<file path="config.mk">
export PLATFORM = sky130hd
export DESIGN_NAME = alu_issue_ctrl
export DESIGN_NICKNAME = d
export VERILOG_FILES = /design/src/rtl/alu_pkg.sv /design/src/rtl/alu_regfile.sv /design/src/rtl/alu_issue_ctrl.sv
export SDC_FILE = /design/constraint.sdc
export NUM_CORES = 1
export LEC_CHECK = 0
export CORE_UTILIZATION = 35
export DETAILED_ROUTE_END_ITERATION = 8
export PLACE_DENSITY = 0.58
export REMOVE_ABC_BUFFERS = 1
export SLEW_MARGIN = 20
export SYNTH_ARGS = -nofsm -noshare
export SYNTH_HDL_FRONTEND = slang
export SYNTH_HIERARCHICAL = 1
export SYNTH_SLANG_ARGS = --single-unit
</file>
<file path="constraint.sdc">
create_clock -name clk -period 6.1 [get_ports clk]
set_input_delay 1.22 -clock clk [delete_from_list [all_inputs] [get_ports clk]]
set_output_delay 1.22 -clock clk [all_outputs]
set_load 0.1 [all_outputs]
</file>
<file path="src/rtl/alu_pkg.sv">
// Shared definitions for the ALU and its issue controller: opcodes, FSM states, sizes.
package alu_pkg;

    localparam int REG_COUNT = 8;
    localparam int REG_AW    = 3;
    localparam int DATA_W    = 16;

    localparam logic [3:0] OP_ADD = 4'b0000;
    localparam logic [3:0] OP_SUB = 4'b0001;
    localparam logic [3:0] OP_MUL = 4'b0010;
    localparam logic [3:0] OP_DIV = 4'b0011;
    localparam logic [3:0] OP_AND = 4'b0100;
    localparam logic [3:0] OP_OR  = 4'b0101;
    localparam logic [3:0] OP_XOR = 4'b0110;
    localparam logic [3:0] OP_LLS = 4'b0111;
    localparam logic [3:0] OP_LRS = 4'b1000;
    localparam logic [3:0] OP_INC = 4'b1001;
    localparam logic [3:0] OP_DEC = 4'b1010;
    localparam logic [3:0] OP_NOP = 4'b1111;

    typedef enum logic [1:0] {
        IDLE    = 2'd0,
        EXEC    = 2'd1,
        CAPT    = 2'd2,
        CAPT_HI = 2'd3
    } state_t;

    function automatic logic op_legal(input logic [3:0] op);
        return op <= OP_DEC;
    endfunction

endpackage

</file>
<file path="src/rtl/alu_regfile.sv">
// 8 x 16 register file: one synchronous write port, two operand reads and one debug read.
module alu_regfile
    import alu_pkg::*;
(
    input  logic              clk,
    input  logic              reset,
    input  logic              we,
    input  logic [REG_AW-1:0] waddr,
    input  logic [DATA_W-1:0] wdata,
    input  logic [REG_AW-1:0] raddr_a,
    output logic [DATA_W-1:0] rdata_a,
    input  logic [REG_AW-1:0] raddr_b,
    output logic [DATA_W-1:0] rdata_b,
    input  logic [REG_AW-1:0] dbg_addr,
    output logic [DATA_W-1:0] dbg_data
);

    logic [DATA_W-1:0] mem [REG_COUNT];

    always_ff @(posedge clk or posedge reset) begin
        if (reset) begin
            for (int i = 0; i < REG_COUNT; i++) begin
                mem[i] <= '0;
            end
        end else if (we) begin
            mem[waddr] <= wdata;
        end
    end

    assign rdata_a  = mem[raddr_a];
    assign rdata_b  = mem[raddr_b];
    assign dbg_data = mem[dbg_addr];

endmodule

</file>
<file path="src/rtl/alu_issue_ctrl.sv">
// Issues one instruction at a time to an external registered ALU and writes results back.
module alu_issue_ctrl
    import alu_pkg::*;
(
    input  logic                     clk,
    input  logic                     reset,
    input  logic                     instr_valid,
    input  logic [15:0]              instr,
    output logic                     instr_ready,
    input  logic                     wr_en,
    input  logic [REG_AW-1:0]        wr_addr,
    input  logic [DATA_W-1:0]        wr_data,
    input  logic [REG_AW-1:0]        dbg_addr,
    output logic [DATA_W-1:0]        dbg_data,
    output logic [3:0]               alu_opcode,
    output logic signed [DATA_W-1:0] alu_operand_a,
    output logic signed [DATA_W-1:0] alu_operand_b,
    input  logic signed [31:0]       alu_result,
    output logic                     done,
    output logic                     err
);

    state_t            state;
    logic [3:0]        op_q;
    logic [REG_AW-1:0] rd_q;

    logic [3:0]        in_op;
    logic [REG_AW-1:0] in_rd;
    logic [REG_AW-1:0] in_rs1;
    logic [REG_AW-1:0] in_rs2;
    logic              unused_instr_bits;

    assign in_op             = instr[15:12];
    assign in_rd             = instr[11:9];
    assign in_rs1            = instr[8:6];
    assign in_rs2            = instr[5:3];
    assign unused_instr_bits = ^instr[2:0];

    logic [DATA_W-1:0] rdata_a;
    logic [DATA_W-1:0] rdata_b;

    // Internal result writes own the port in CAPT/CAPT_HI; external writes only land in IDLE.
    logic              int_we;
    logic              rf_we;
    logic [REG_AW-1:0] rf_waddr;
    logic [DATA_W-1:0] rf_wdata;

    always_comb begin
        int_we   = (state == CAPT) || (state == CAPT_HI);
        rf_we    = int_we || (wr_en && (state == IDLE));
        rf_waddr = wr_addr;
        rf_wdata = wr_data;
        if (state == CAPT) begin
            rf_waddr = rd_q;
            rf_wdata = alu_result[15:0];
        end else if (state == CAPT_HI) begin
            rf_waddr = REG_AW'(rd_q + 1'b1);
            rf_wdata = alu_result[31:16];
        end
    end

    alu_regfile u_regfile (
        .clk      (clk),
        .reset    (reset),
        .we       (rf_we),
        .waddr    (rf_waddr),
        .wdata    (rf_wdata),
        .raddr_a  (in_rs1),
        .rdata_a  (rdata_a),
        .raddr_b  (in_rs2),
        .rdata_b  (rdata_b),
        .dbg_addr (dbg_addr),
        .dbg_data (dbg_data)
    );

    assign instr_ready = (state == IDLE);

    always_ff @(posedge clk or posedge reset) begin
        if (reset) begin
            state         <= IDLE;
            op_q          <= OP_NOP;
            rd_q          <= '0;
            alu_opcode    <= OP_NOP;
            alu_operand_a <= '0;
            alu_operand_b <= '0;
            done          <= 1'b0;
            err           <= 1'b0;
        end else begin
            done <= 1'b0;
            err  <= 1'b0;
            case (state)
                IDLE: begin
                    if (instr_valid) begin
                        op_q          <= in_op;
                        rd_q          <= in_rd;
                        alu_opcode    <= in_op;
                        alu_operand_a <= rdata_a;
                        alu_operand_b <= ((in_op == OP_INC) || (in_op == OP_DEC)) ? '0 : rdata_b;
                        state         <= EXEC;
                    end
                end
                EXEC: begin
                    // Illegal ops and divide-by-zero abort before any write-back.
                    if (!op_legal(op_q) || ((op_q == OP_DIV) && (alu_operand_b == '0))) begin
                        alu_opcode <= OP_NOP;
                        done       <= 1'b1;
                        err        <= 1'b1;
                        state      <= IDLE;
                    end else begin
                        state <= CAPT;
                    end
                end
                CAPT: begin
                    alu_opcode <= OP_NOP;
                    if (op_q == OP_MUL) begin
                        state <= CAPT_HI;
                    end else begin
                        done  <= 1'b1;
                        state <= IDLE;
                    end
                end
                CAPT_HI: begin
                    alu_opcode <= OP_NOP;
                    done       <= 1'b1;
                    state      <= IDLE;
                end
                default: state <= IDLE;
            endcase
        end
    end

endmodule

</file>
==> impl_metrics.env <==
export IMPL_status="completed"
export IMPL_num_io_pins=129
export IMPL_drt_first_pass_iters=5
export IMPL_cp_arrival_ns=3.49
export IMPL_fin_nets=873
export IMPL_r2r_start="state[1]$_DFFE_PP0N_"
export IMPL_drive_gt1_frac=0.3859
export IMPL_antenna_left=0
export IMPL_min_period_over_period=0.7729
export IMPL_setup_tns_final_ns=0
export IMPL_coreArea_um2=28940
export IMPL_power_density_nw_per_um2=588.4
export IMPL_cts_tree="built"
export IMPL_required_ns=4.88
export IMPL_r2r_cells=4
export IMPL_tritoncts_num_buffers=17
export IMPL_met2_usage=0.3262
export IMPL_routedWlPerCell_um=23.36
export IMPL_vias=6605
export IMPL_route_final_wire_length_um=27920
export IMPL_drc=0
export IMPL_grt_max_degree=62
export IMPL_r2r_end="u_regfile/mem[41]$_DFFE_PP0P_"
export IMPL_synthArstFlopShare=1.000
export IMPL_p_leak_nw=5.078
export IMPL_crit_fanout=11
export IMPL_post_cts_setup_buffers=0
export IMPL_synth_area_leader_cell="dfrtp_1"
export IMPL_critPathLaunch="dbg_addr[2]"
export IMPL_ctsHoldBuffers=0
export IMPL_synth_edf_count=0
export IMPL_relSlewSlack=0.2769
export IMPL_ir_worst_vdd_v=0.0002444
export IMPL_finalSetupViolCount=0
export IMPL_rsz0062_at_grt="false"
export IMPL_met1_usage=0.2614
export IMPL_period_needed_ns=4.715
export IMPL_clock_sinks=175
export IMPL_criticalPathCategory="in2out"
export IMPL_grtUsageMet3=0.02997
export IMPL_initial_utilization=0.3579
export IMPL_synth_cell_types=48
export IMPL_synth_top_area_frac=0.4036
export IMPL_slew_viol_final=0
export IMPL_grt_pass1_vias=6877
export IMPL_finClkSkew_ns=0.008970
export IMPL_busiest_layer="met2"
export IMPL_endpoint_kind="output port"
export IMPL_reg2reg_slack_ns=2.30
export IMPL_area_growth_syn_to_layout_pct=19.06
export IMPL_synth_main_ff_cell="dfrtp_1"
export IMPL_hold_class="reg2reg"
export IMPL_cts_root_buffer="clkbuf_16"
export IMPL_synth_seq_cells=175
export IMPL_maxCapViolations=0
export IMPL_drt_iter0_drc=434
export IMPL_antennaDiodeCount=0
export IMPL_startpoint_type="input pin"
export IMPL_portBuffers=125
export IMPL_fp_dieH_um=174.0
export IMPL_clk_pin_slew_ns=0.06
export IMPL_cts_resized=0
export IMPL_h_tree_depth=4
export IMPL_layout_common_cells="176 x mux2_2, 165 x dfrtp_1, 106 x clkdlybuf4s50_1"
export IMPL_synth_avg_cell_area_um2=14.79
export IMPL_grt_ovfl_total=0
export IMPL_grt_pass1_wl_um=43510
export IMPL_holdWs_ns=0.4652
export IMPL_cts_buffer_depth=2
export IMPL_rows=62
export IMPL_syn_area_um2=10350
export IMPL_worstMarginPinSlew_ns=1.085
export IMPL_crit_end="dbg_data[2]"
export IMPL_worst_skew_pair_late_latency_ns=0.42
export IMPL_max_freq_ghz=0.2121
export IMPL_place_gp_congestion=0.7656
export IMPL_die_w_um=174.0
export IMPL_antenna_found_initial=0
export IMPL_post_dp_hpwl_um=17120
export IMPL_hold_viol=0
export IMPL_final_common_cell="mux2_2"
export IMPL_synth_area_leaders="dfrtp_1 40%, mux2_2 19%, mux4_1 12%, mux4_2 9.8%, nand2_1 2.5%"
export IMPL_yosys_warnings=6
export IMPL_die_area_um2=30280
export IMPL_grt_usage=0.1925
export IMPL_post_drt_via_cell_ratio=5.527
export IMPL_ys_seq_area_frac=0.4239
export IMPL_syn_inst=700
-- power by group --
| part | internal (mW) | switching, mW | total, mW |
|---|---|---|---|
| logic | 1.57 | 2.17 | 3.74 |
| registers | 1.76 | 0.605 | 2.37 |
| clock network | 0.695 | 0.452 | 1.15 |
-- cells by family (layout without fill, tap and decap cells) --
kind of cell	Yosys count	in the layout	synth area share
adders and majority gates	1	1	0.001208
and+or+nand+nor	114	114	0.05486
buffers and inverters	66	177	0.04628
DFF	175	175	0.4239
muxes	292	292	0.4378
xor gates and xnor gates	3	3	0.002538
AOI/OAI and AO/OA	49	49	0.03347
-- cell type report --
class                           instances  area (um^2)
Fill cell                            2648        16610
Sequential cell                       175         4392
Clock inverter                         11        163.9
Multi-Input combinational cell        459         5517
Clock buffer                           21        450.4
Timing Repair Buffer                  140         1304
Inverter                                5        21.27
Tap cell                              384        480.5
-- cell usage after synthesis, types with 8 or more instances --
master    instances
a21oi_1          23
a22o_1           15
buf_2            17
buf_6            14
clkbuf_1         13
dfrtp_1         167
dfstp_2           8
mux2_2          176
mux2i_1          20
mux4_1           49
mux4_2           45
nand2_1          70
nor2_1           24
-- worst min path at each step --
stage | start | endpoint | depth (start not counted)
after floorplan | op_q[3]$_DFFE_PP1P_ | op_q[3]$_DFFE_PP1P_ | 2
after global placement | op_q[3]$_DFFE_PP1P_ | op_q[3]$_DFFE_PP1P_ | 2
after detailed placement | op_q[3]$_DFFE_PP1P_ | op_q[3]$_DFFE_PP1P_ | 2
after CTS | op_q[3]$_DFFE_PP1P_ | op_q[3]$_DFFE_PP1P_ | 2
after global routing | op_q[1]$_DFFE_PP1P_ | op_q[1]$_DFFE_PP1P_ | 2
final | op_q[3]$_DFFE_PP1P_ | op_q[3]$_DFFE_PP1P_ | 2
-- critical path: stages --
cell             delay (ns)
buf_2                  0.32
mux4_4                 0.68
mux2_2                 0.29
clkdlybuf4s50_1        0.97
-- state kept, by name, summed over array words and instances (netlist names) --
signal	count
rd_q	3
done	1
op_q	4
state	2
alu_opcode	4
alu_operand_a	16
u_regfile/mem	128
err	1
alu_operand_b	16
-- metrics by stage --
stage	area, um^2	setup WS (ns)	power (mW)	std cells	util
after floorplan	9894	1.467	5.106	639	-
after global placement	11710	1.366	6.092	1163	0.4048
after detailed placement	11710	1.366	6.142	1163	0.4048
after CTS	12330	1.362	7.313	1195	0.4261
after global routing	12330	1.325	7.640	1195	0.4261
final	12330	1.385	7.254	1195	0.4261
-- layer usage --
layer  vias up  wire (um)  share of wire
met5         -          0              0
met4         0        212         0.0076
met3        14       1683          0.060
met2       186      13870           0.50
met1      3475      12160           0.44
li1       2930          -              -
(Power assumes the default switching activity.)
